File: config.mk
export PLATFORM = sky130hd
export DESIGN_NAME = intr_ctrl
export DESIGN_NICKNAME = d
export VERILOG_FILES = /design/src/rtl/intr_ctrl_pkg.sv /design/src/rtl/intr_ctrl_break_sync.sv /design/src/rtl/intr_ctrl.sv
export SDC_FILE = /design/constraint.sdc
export NUM_CORES = 1
export LEC_CHECK = 0
export ABC_AREA = 1
export CORE_MARGIN = 2
export CORE_UTILIZATION = 47
export CTS_CLUSTER_DIAMETER = 200
export CTS_CLUSTER_SIZE = 10
export DETAILED_ROUTE_END_ITERATION = 10
export GPL_ROUTABILITY_DRIVEN = 0
export GPL_TIMING_DRIVEN = 0
export HOLD_SLACK_MARGIN = 0.1
export PLACE_DENSITY_LB_ADDON = 0.3
export SLEW_MARGIN = 5
export SYNTH_ARGS = -nofsm -noshare
export SYNTH_HDL_FRONTEND = slang
export SYNTH_SLANG_ARGS = --single-unit
File: constraint.sdc
create_clock -name clk -period 1.55 [get_ports clk]
set_clock_uncertainty 0.1 [all_clocks]
set_input_delay 0.155 -clock clk [delete_from_list [all_inputs] [get_ports clk]]
set_output_delay 0.155 -clock clk [all_outputs]
set_load 0.03 [all_outputs]
File: src/rtl/intr_ctrl_pkg.sv
`default_nettype none
// ============================================================================
// Module   : intr_ctrl_pkg
// Brief    : Shared CPU package for the interrupt responder: FSM encoding,
//            default handler-vector constants and a priority encoder.
// Revision : 1.0 - initial release
// ============================================================================
package intr_ctrl_pkg;

    // Responder FSM encoding
    typedef enum logic [0:0] {
        ST_IDLE = 1'b0,
        ST_REQ  = 1'b1
    } state_t;

    // Default handler vectors: source 0 at 0x800, 0x40 apart
    localparam logic [11:0] C_VEC_BASE   = 12'h800;
    localparam logic [11:0] C_VEC_STRIDE = 12'h040;

    // Priority encoder width; covers up to 8 sources
    localparam int C_PE_W     = 8;
    localparam int C_PE_IDX_W = 3;

    typedef struct packed {
        logic                  valid;
        logic [C_PE_IDX_W-1:0] idx;
    } pe_t;

    // Highest set bit index plus a valid flag
    function automatic pe_t prio_enc(input logic [C_PE_W-1:0] vec);
        pe_t r;
        r.valid = 1'b0;
        r.idx   = '0;
        for (int i = 0; i < C_PE_W; i++) begin
            if (vec[i]) begin
                r.valid = 1'b1;
                r.idx   = C_PE_IDX_W'(i);
            end
        end
        return r;
    endfunction

endpackage
`default_nettype wire

File: src/rtl/intr_ctrl_break_sync.sv
`default_nettype none
// ============================================================================
// Module   : break_sync
// Brief    : 2-FF synchroniser plus registered previous-value flop giving a
//            one-cycle rising-edge pulse per bit.
// Revision : 1.0 - initial release
// ============================================================================
module break_sync #(
    parameter int WIDTH = 1
) (
    input  logic             clk,
    input  logic             RST,
    input  logic [WIDTH-1:0] i_din,
    output logic [WIDTH-1:0] o_rise
);

    logic [WIDTH-1:0] r_meta;
    logic [WIDTH-1:0] r_sync;
    logic [WIDTH-1:0] r_prev;
    logic [2:0]       r_arm;

    // Synchroniser chain and previous-value flop
    always_ff @(posedge clk or negedge RST) begin
        if (!RST) begin
            r_meta <= '0;
            r_sync <= '0;
            r_prev <= '0;
        end else begin
            r_meta <= i_din;
            r_sync <= r_meta;
            r_prev <= r_sync;
        end
    end

    // Arms edge detection once the chain holds real samples, so a level that
    // is already high when reset releases is not mistaken for a new edge
    always_ff @(posedge clk or negedge RST) begin
        if (!RST) begin
            r_arm <= '0;
        end else begin
            r_arm <= {r_arm[1:0], 1'b1};
        end
    end

    assign o_rise = r_sync & ~r_prev & {WIDTH{r_arm[2]}};

endmodule
`default_nettype wire

File: src/rtl/intr_ctrl.sv
`default_nettype none
// ============================================================================
// Module   : intr_ctrl
// Brief    : Interrupt responder. Synchronises break inputs, latches rising
//            edges as pending requests, arbitrates by fixed priority, holds
//            irq until acknowledged and tracks in-service sources until eret.
//            Compile-time option INTR_NEST_EN enables priority nesting.
// Revision : 1.0 - initial release
// ============================================================================
module intr_ctrl
    import intr_ctrl_pkg::*;
#(
    parameter int               NUM_SRC    = 3,
    parameter int               VEC_W      = 12,
    parameter logic [VEC_W-1:0] VEC_BASE   = C_VEC_BASE,
    parameter logic [VEC_W-1:0] VEC_STRIDE = C_VEC_STRIDE
) (
    input  logic               clk,
    input  logic               RST,
    input  logic [NUM_SRC-1:0] break_in,
    input  logic               int_en,
    input  logic               irq_ack,
    input  logic               eret,
    output logic               irq,
    output logic [VEC_W-1:0]   irq_vec,
    output logic [NUM_SRC-1:0] IW,
    output logic [NUM_SRC-1:0] ir_sig
);

    state_t                r_state;
    state_t                w_state_nxt;
    logic [C_PE_IDX_W-1:0] r_sel;
    logic [C_PE_IDX_W-1:0] w_sel_nxt;
    logic [NUM_SRC-1:0]    r_iw;
    logic [NUM_SRC-1:0]    r_ir;
    logic [NUM_SRC-1:0]    w_rise;
    logic [NUM_SRC-1:0]    w_elig_mask;
    logic [NUM_SRC-1:0]    w_cand;
    logic [NUM_SRC-1:0]    w_sel_oh;
    logic [NUM_SRC-1:0]    w_eret_clr;
    logic [NUM_SRC-1:0]    w_ack_set;
    logic                  w_ack_take;
    pe_t                   w_ir_pe;
    pe_t                   w_win_pe;

    break_sync #(
        .WIDTH (NUM_SRC)
    ) u_break_sync (
        .clk    (clk),
        .RST    (RST),
        .i_din  (break_in),
        .o_rise (w_rise)
    );

    // Eligibility, winner selection, ack one-hot and eret clear mask
    always_comb begin
        w_elig_mask = '0;
        w_sel_oh    = '0;
        w_eret_clr  = '0;
        w_ir_pe     = prio_enc(C_PE_W'(r_ir));
        for (int i = 0; i < NUM_SRC; i++) begin
`ifdef INTR_NEST_EN
            w_elig_mask[i] = !w_ir_pe.valid || (C_PE_IDX_W'(i) > w_ir_pe.idx);
`else
            w_elig_mask[i] = !w_ir_pe.valid;
`endif
            w_sel_oh[i]   = (r_sel == C_PE_IDX_W'(i));
            w_eret_clr[i] = eret && w_ir_pe.valid && (w_ir_pe.idx == C_PE_IDX_W'(i));
        end
        w_cand    = r_iw & w_elig_mask & {NUM_SRC{int_en}};
        w_win_pe  = prio_enc(C_PE_W'(w_cand));
        w_ack_take = irq_ack && (r_state == ST_REQ);
        w_ack_set = w_sel_oh & {NUM_SRC{w_ack_take}};
    end

    // Next-state: latch the winner on entry to REQ, hold it until ack
    always_comb begin
        w_state_nxt = r_state;
        w_sel_nxt   = r_sel;
        case (r_state)
            ST_IDLE: begin
                if (w_win_pe.valid) begin
                    w_state_nxt = ST_REQ;
                    w_sel_nxt   = w_win_pe.idx;
                end
            end
            ST_REQ: begin
                if (irq_ack) begin
                    w_state_nxt = ST_IDLE;
                end
            end
            default: begin
                w_state_nxt = ST_IDLE;
            end
        endcase
    end

    // FSM state and selected source registers
    always_ff @(posedge clk or negedge RST) begin
        if (!RST) begin
            r_state <= ST_IDLE;
            r_sel   <= '0;
        end else begin
            r_state <= w_state_nxt;
            r_sel   <= w_sel_nxt;
        end
    end

    // Pending and in-service flags; a new edge beats the ack clear, and eret
    // acts on the in-service set as it stood before this cycle's ack
    always_ff @(posedge clk or negedge RST) begin
        if (!RST) begin
            r_iw <= '0;
            r_ir <= '0;
        end else begin
            r_iw <= (r_iw & ~w_ack_set) | w_rise;
            r_ir <= (r_ir & ~w_eret_clr) | w_ack_set;
        end
    end

    assign irq     = (r_state == ST_REQ);
    assign irq_vec = irq ? (VEC_BASE + VEC_W'(r_sel) * VEC_STRIDE) : '0;
    assign IW      = r_iw;
    assign ir_sig  = r_ir;

endmodule
`default_nettype wire

* After elaboration in Yosys (flattened, before gate mapping) *
Cells that the tools add are included.

cells by class
  add/subtract/negate cells = 1
  eq/ne operators = 4
  muxes and demuxes = 10
  bitwise logic cells = 13
  reductions and logical operators = 9

operators with widths
  kind                                                                    count
  4-bit two-way mux                                                       6
  3-bit bitwise AND                                                       7
  12-bit by 9-bit adder with 12-bit output (first input constant)         1
  12-bit two-way mux                                                      1
  3-bit inverter                                                          3
  3-bit by 1-bit equality test with 1-bit output (second input constant)  2
  3-bit by 2-bit equality test with 1-bit output (second input constant)  2
  3-bit logical NOT                                                       2
  3-bit bitwise OR                                                        2
  1-bit logical AND                                                       5
  1-bit two-way mux                                                       2
  1-bit case mux with 2 select lines                                      1
  2-bit AND reduction                                                     1
  1-bit logical NOT                                                       1
  1-bit inverter                                                          1

storage, ports and cells
  register bits after elaboration = 22
  input bits = 8
  logic and storage cells = 45

* Depth between registers and ports, before layout *
  word-level depth = 11
  depth in mapped cells = 6
  gate-level depth less buffers = 6

* By module *
A second synthesis with hierarchy kept.

second synthesis, totals
  cell total of the unflattened synthesis = 80
  area total of the unflattened synthesis = 825.8 um^2

modules (own cells, without submodules)
  module      instances  cells each  area each (um^2)  sequential area each (um^2)
  intr_ctrl   1          61          499.2             225.2
  break_sync  1          19          326.6             300.3

* Worst setup path before layout *
Ideal clock, no wire load.

  path type = reg2reg
  start = reg r_state (netlist: irq)
  end = reg r_iw[2] (netlist: IW[2])
  setup time = 0.118 ns
  arrival = 1.108 ns
  required time = 1.332 ns
  slack = 0.224 ns
  cell stages (with the launch flop) = 6
  path buffers = 0
  cells stage by stage = dfrtp_1 nand2_1 inv_1 nand3_1 nand2_1 nand2_1

between the ends
  word-level cells in the longest chain between the ends = 5

RTL lines
  item                    line              RTL
  from (decl)             intr_ctrl.sv:30   state_t r_state;
  from (signal assigned)  intr_ctrl.sv:104  r_state <= w_state_nxt;
  1-bit logical AND       intr_ctrl.sv:72   w_ack_take = irq_ack && (r_state == ST_REQ);
  3-bit bitwise AND       intr_ctrl.sv:73   w_ack_set = w_sel_oh & {NUM_SRC{w_ack_take}};
  3-bit inverter          intr_ctrl.sv:116  r_iw <= (r_iw & ~w_ack_set) | w_rise;
  3-bit bitwise AND       intr_ctrl.sv:116
  3-bit bitwise OR        intr_ctrl.sv:116
  to (signal assigned)    intr_ctrl.sv:116
  to (decl)               intr_ctrl.sv:34   logic [NUM_SRC-1:0] r_iw;

Every way passes these cells.
A chain may end at the register's enable or synchronous reset.

* Worst setup path after layout *
  start = reg r_ir[1] (netlist: ir_sig[1])
  end = out ir_sig[1]

RTL lines
  item                    line              RTL
  from (decl)             intr_ctrl.sv:35   logic [NUM_SRC-1:0] r_ir;
  from (signal assigned)  intr_ctrl.sv:117  r_ir <= (r_ir & ~w_eret_clr) | w_ack_set;
  to (decl)               intr_ctrl.sv:27   output logic [NUM_SRC-1:0] ir_sig

No word-level cell between the ends.

==> flow_metrics.env <==
export IMPL_outcome="finished clean"
export IMPL_nets=113
export IMPL_slowest_stage="dfrtp_1"
export IMPL_drtAntennaViolNets=0
export IMPL_critPathCaptureType="output pin"
export IMPL_post_cts_repair_setup_buffers=0
export IMPL_hold_path_startpoint="break_in[0]"
export IMPL_holdPathStages=1
export IMPL_cts_htree_levels=1
export IMPL_dp_hpwl_um=1010
export IMPL_p_leak_nw=0.565
export IMPL_rrSetupSlack_ps=430
export IMPL_antenna_found_initial=0
export IMPL_timing_rr_end="r_sel[0]"
export IMPL_final_setup_tns_ps=0
export IMPL_io_pins=27
export IMPL_crit_chain="dlygate4sd2_1"
export IMPL_switching_power_mw=0.775
export IMPL_synth_avg_cell_area_sq_um=11.2
export IMPL_num_vias=542
export IMPL_hold_buffers=0
export IMPL_fin_ws_ps=132
export IMPL_timing_hold_ws_ps=186
export IMPL_rsz0062_at_grt="false"
export IMPL_setup_violations=0
export IMPL_synth_seq_cells=21
export IMPL_wl_per_cell_um=9.85
export IMPL_core_sq_um=1710
export IMPL_yosys_top_cells_area="dfrtp_1 63%, buf_4 9.0%, nand2_1 4.5%"
export IMPL_crit_type="reg2out"
export IMPL_hold_class="in2reg"
export IMPL_yosysSeqAreaShare_pct=62.8
export IMPL_ir_drop_mv=0.891
export IMPL_root_buffer="clkbuf_4"
export IMPL_grt_use_total_pct=14.3
export IMPL_crit_buf_inv=1
export IMPL_drcViolationCount=0
export IMPL_clkPwrFrac_pct=13.8
export IMPL_totalWireLength_um=1270
export IMPL_clkLatencyLatePin_ps=290
export IMPL_port_buffers=17
export IMPL_path_max_fanout=4
export IMPL_die_y_um=46.2
export IMPL_drtIter0Drc=4
export IMPL_grt_start_max_net_pins=22
export IMPL_synth_commonest_cells="21 x dfrtp_1, 10 x buf_4, 10 x nand2_1"
export IMPL_synth_cell_type_count=18
export IMPL_utilization_pct=62.8
export IMPL_cts_buffer_depth=2
export IMPL_netlist_instances=75
export IMPL_grt_pass1_vias=502
export IMPL_path_clk_slew_ps=110
export IMPL_worstSetupStartpointType="flop"
export IMPL_async_flop_share_pct=100
export IMPL_period_needed_ps=1420
export IMPL_grt_pass1_wl_um=2090
export IMPL_synthMostInstantiatedCell="dfrtp_1"
export IMPL_die_w_um=46.2
export IMPL_synth_edf_count=0
export IMPL_first_pass_iters=2
export IMPL_layout_cells_non_filler=129
export IMPL_rows=15
export IMPL_internal_power_mw=1.03
export IMPL_p_per_area_nw_per_um2=1680
export IMPL_rr_worst_depth=6
export IMPL_cap_violations=0
export IMPL_min_to="u_break_sync.r_meta[0]"
export IMPL_syn_area_sq_um=837
export IMPL_max_clock_freq_ghz=0.705
export IMPL_hold_violations=0
export IMPL_cpPeakStageDelay_ps=440
export IMPL_tritoncts="done"
export IMPL_p_sw_share_pct=43.0
export IMPL_combPwrFrac_pct=42.2
export IMPL_cp_data_required_time_ps=1290
export IMPL_antenna_cells=0
export IMPL_finalCritPeriodShare_pct=91.5
export IMPL_yosysWarningCount=0
export IMPL_reg2reg_from="irq"
export IMPL_path_delay_family="flip-flops"
export IMPL_drive_above_1_share_pct=24.0
export IMPL_clock_sinks=21
export IMPL_cp_arrival_ps=1160
export IMPL_power_frac_seq_pct=44.0
export IMPL_viasPerCell=4.20
export IMPL_numCtsBuffers=3
export IMPL_area_growth_pct=28.1
export IMPL_slew_violations=0
export IMPL_dp_slack_ps=86.8
export IMPL_yosysTopAreaCell="dfrtp_1"
export IMPL_yosysTopAreaCellShare_pct=62.8
export IMPL_tightestPinTransition_ps=878
export IMPL_synthFlopType="dfrtp_1"
export IMPL_dieArea_sq_um=2130
export IMPL_dp_cells=125
export IMPL_slew_headroom_pct=41.3
export IMPL_initial_core_util_pct=49.0
export IMPL_gr_total_overflow=0
## placed cells by master (no fill, tap or decap), drive strengths merged
master         Yosys  layout
or2                1       1
a21oi              1       1
nor3               2       2
buf               10      10
nand4              2       2
o21ai              4       4
a21o               1       1
clkdlybuf4s50      0       7
dfrtp             21      21
nor2               4       4
nand3              3       3
clkbuf             0       6
clkinv             0       1
dlygate4sd2        0       7
nand3b             3       3
conb               2      10
inv               10      10
nand2             11      11
## timing repair
| item | CTS | global route |
|---|---|---|
| pin swaps | 0 | 0 |
| resized for setup | 10 | 6 |
| endpoints found under the setup margin | 10 | 3 |
## worst max-delay path by stage
stage          depth (start not counted)      start          to  slack, ps
4_1_cts                                3        irq  irq_vec[7]         20
2_1_floorplan                          5        irq       IW[2]        220
5_1_grt                                1        irq         irq         50
6_report                               1  ir_sig[1]   ir_sig[1]        130
3_5_place_dp                           3        irq  irq_vec[7]         90
3_3_place_gp                           3        irq  irq_vec[7]         90
## cell families (layout without fill, tap and decap cells)
logic type,count (synthesis),after routing,share of synthesized area [%]
other cells,2,10,0.897
buf+inv,20,41,13.5
flops,21,21,62.8
simple gates,26,26,18.5
compound gates,6,6,4.34
## stage by stage
stage / total power, mW / cell area, sq um
final: 1.80 / 1070
after global routing: 1.93 / 1070
after CTS: 1.83 / 1080
after detailed placement: 1.66 / 1070
after global placement: 1.63 / 1070
after floorplan: 1.34 / 867
## sequential cells by signal, summed over array words and instances (netlist names)
name,cells
u_break_sync.r_arm,3
u_break_sync.r_prev,3
u_break_sync.r_sync,3
ir_sig,3
IW,3
u_break_sync.r_meta,3
r_sel,2
irq,1
## power groups by stage
stage	Sequential, mW	Combinational (mW)	Clock (mW)
6_report	0.792	0.760	0.248
5_1_grt	0.816	0.827	0.290
4_1_cts	0.795	0.775	0.258
3_5_place_dp	0.809	0.855	0
3_3_place_gp	0.800	0.835	0
2_1_floorplan	0.957	0.379	0
## routing by layer
| metal | GRT usage, % | routed length, um | vias up |
|---|---|---|---|
| li1 | - | - | 274 |
| met1 | 16.1 | 511 | 239 |
| met2 | 23.6 | 632 | 23 |
| met3 | 3.53 | 83 | 6 |
| met4 | 9.71 | 44 | 0 |
| met5 | 0 | 0 | - |
## final cells by class
type / instances / area, sq um
multi-input cells: 42 / 229
repair buffers: 17 / 146
clock inverters: 1 / 5.00
well taps: 25 / 31.3
clock buffers: 3 / 22.5
inverters: 10 / 37.5
flip-flops and latches: 21 / 526
fillers: 153 / 636
plain buffers: 10 / 75.1
Power figures use the tool's default switching activity.
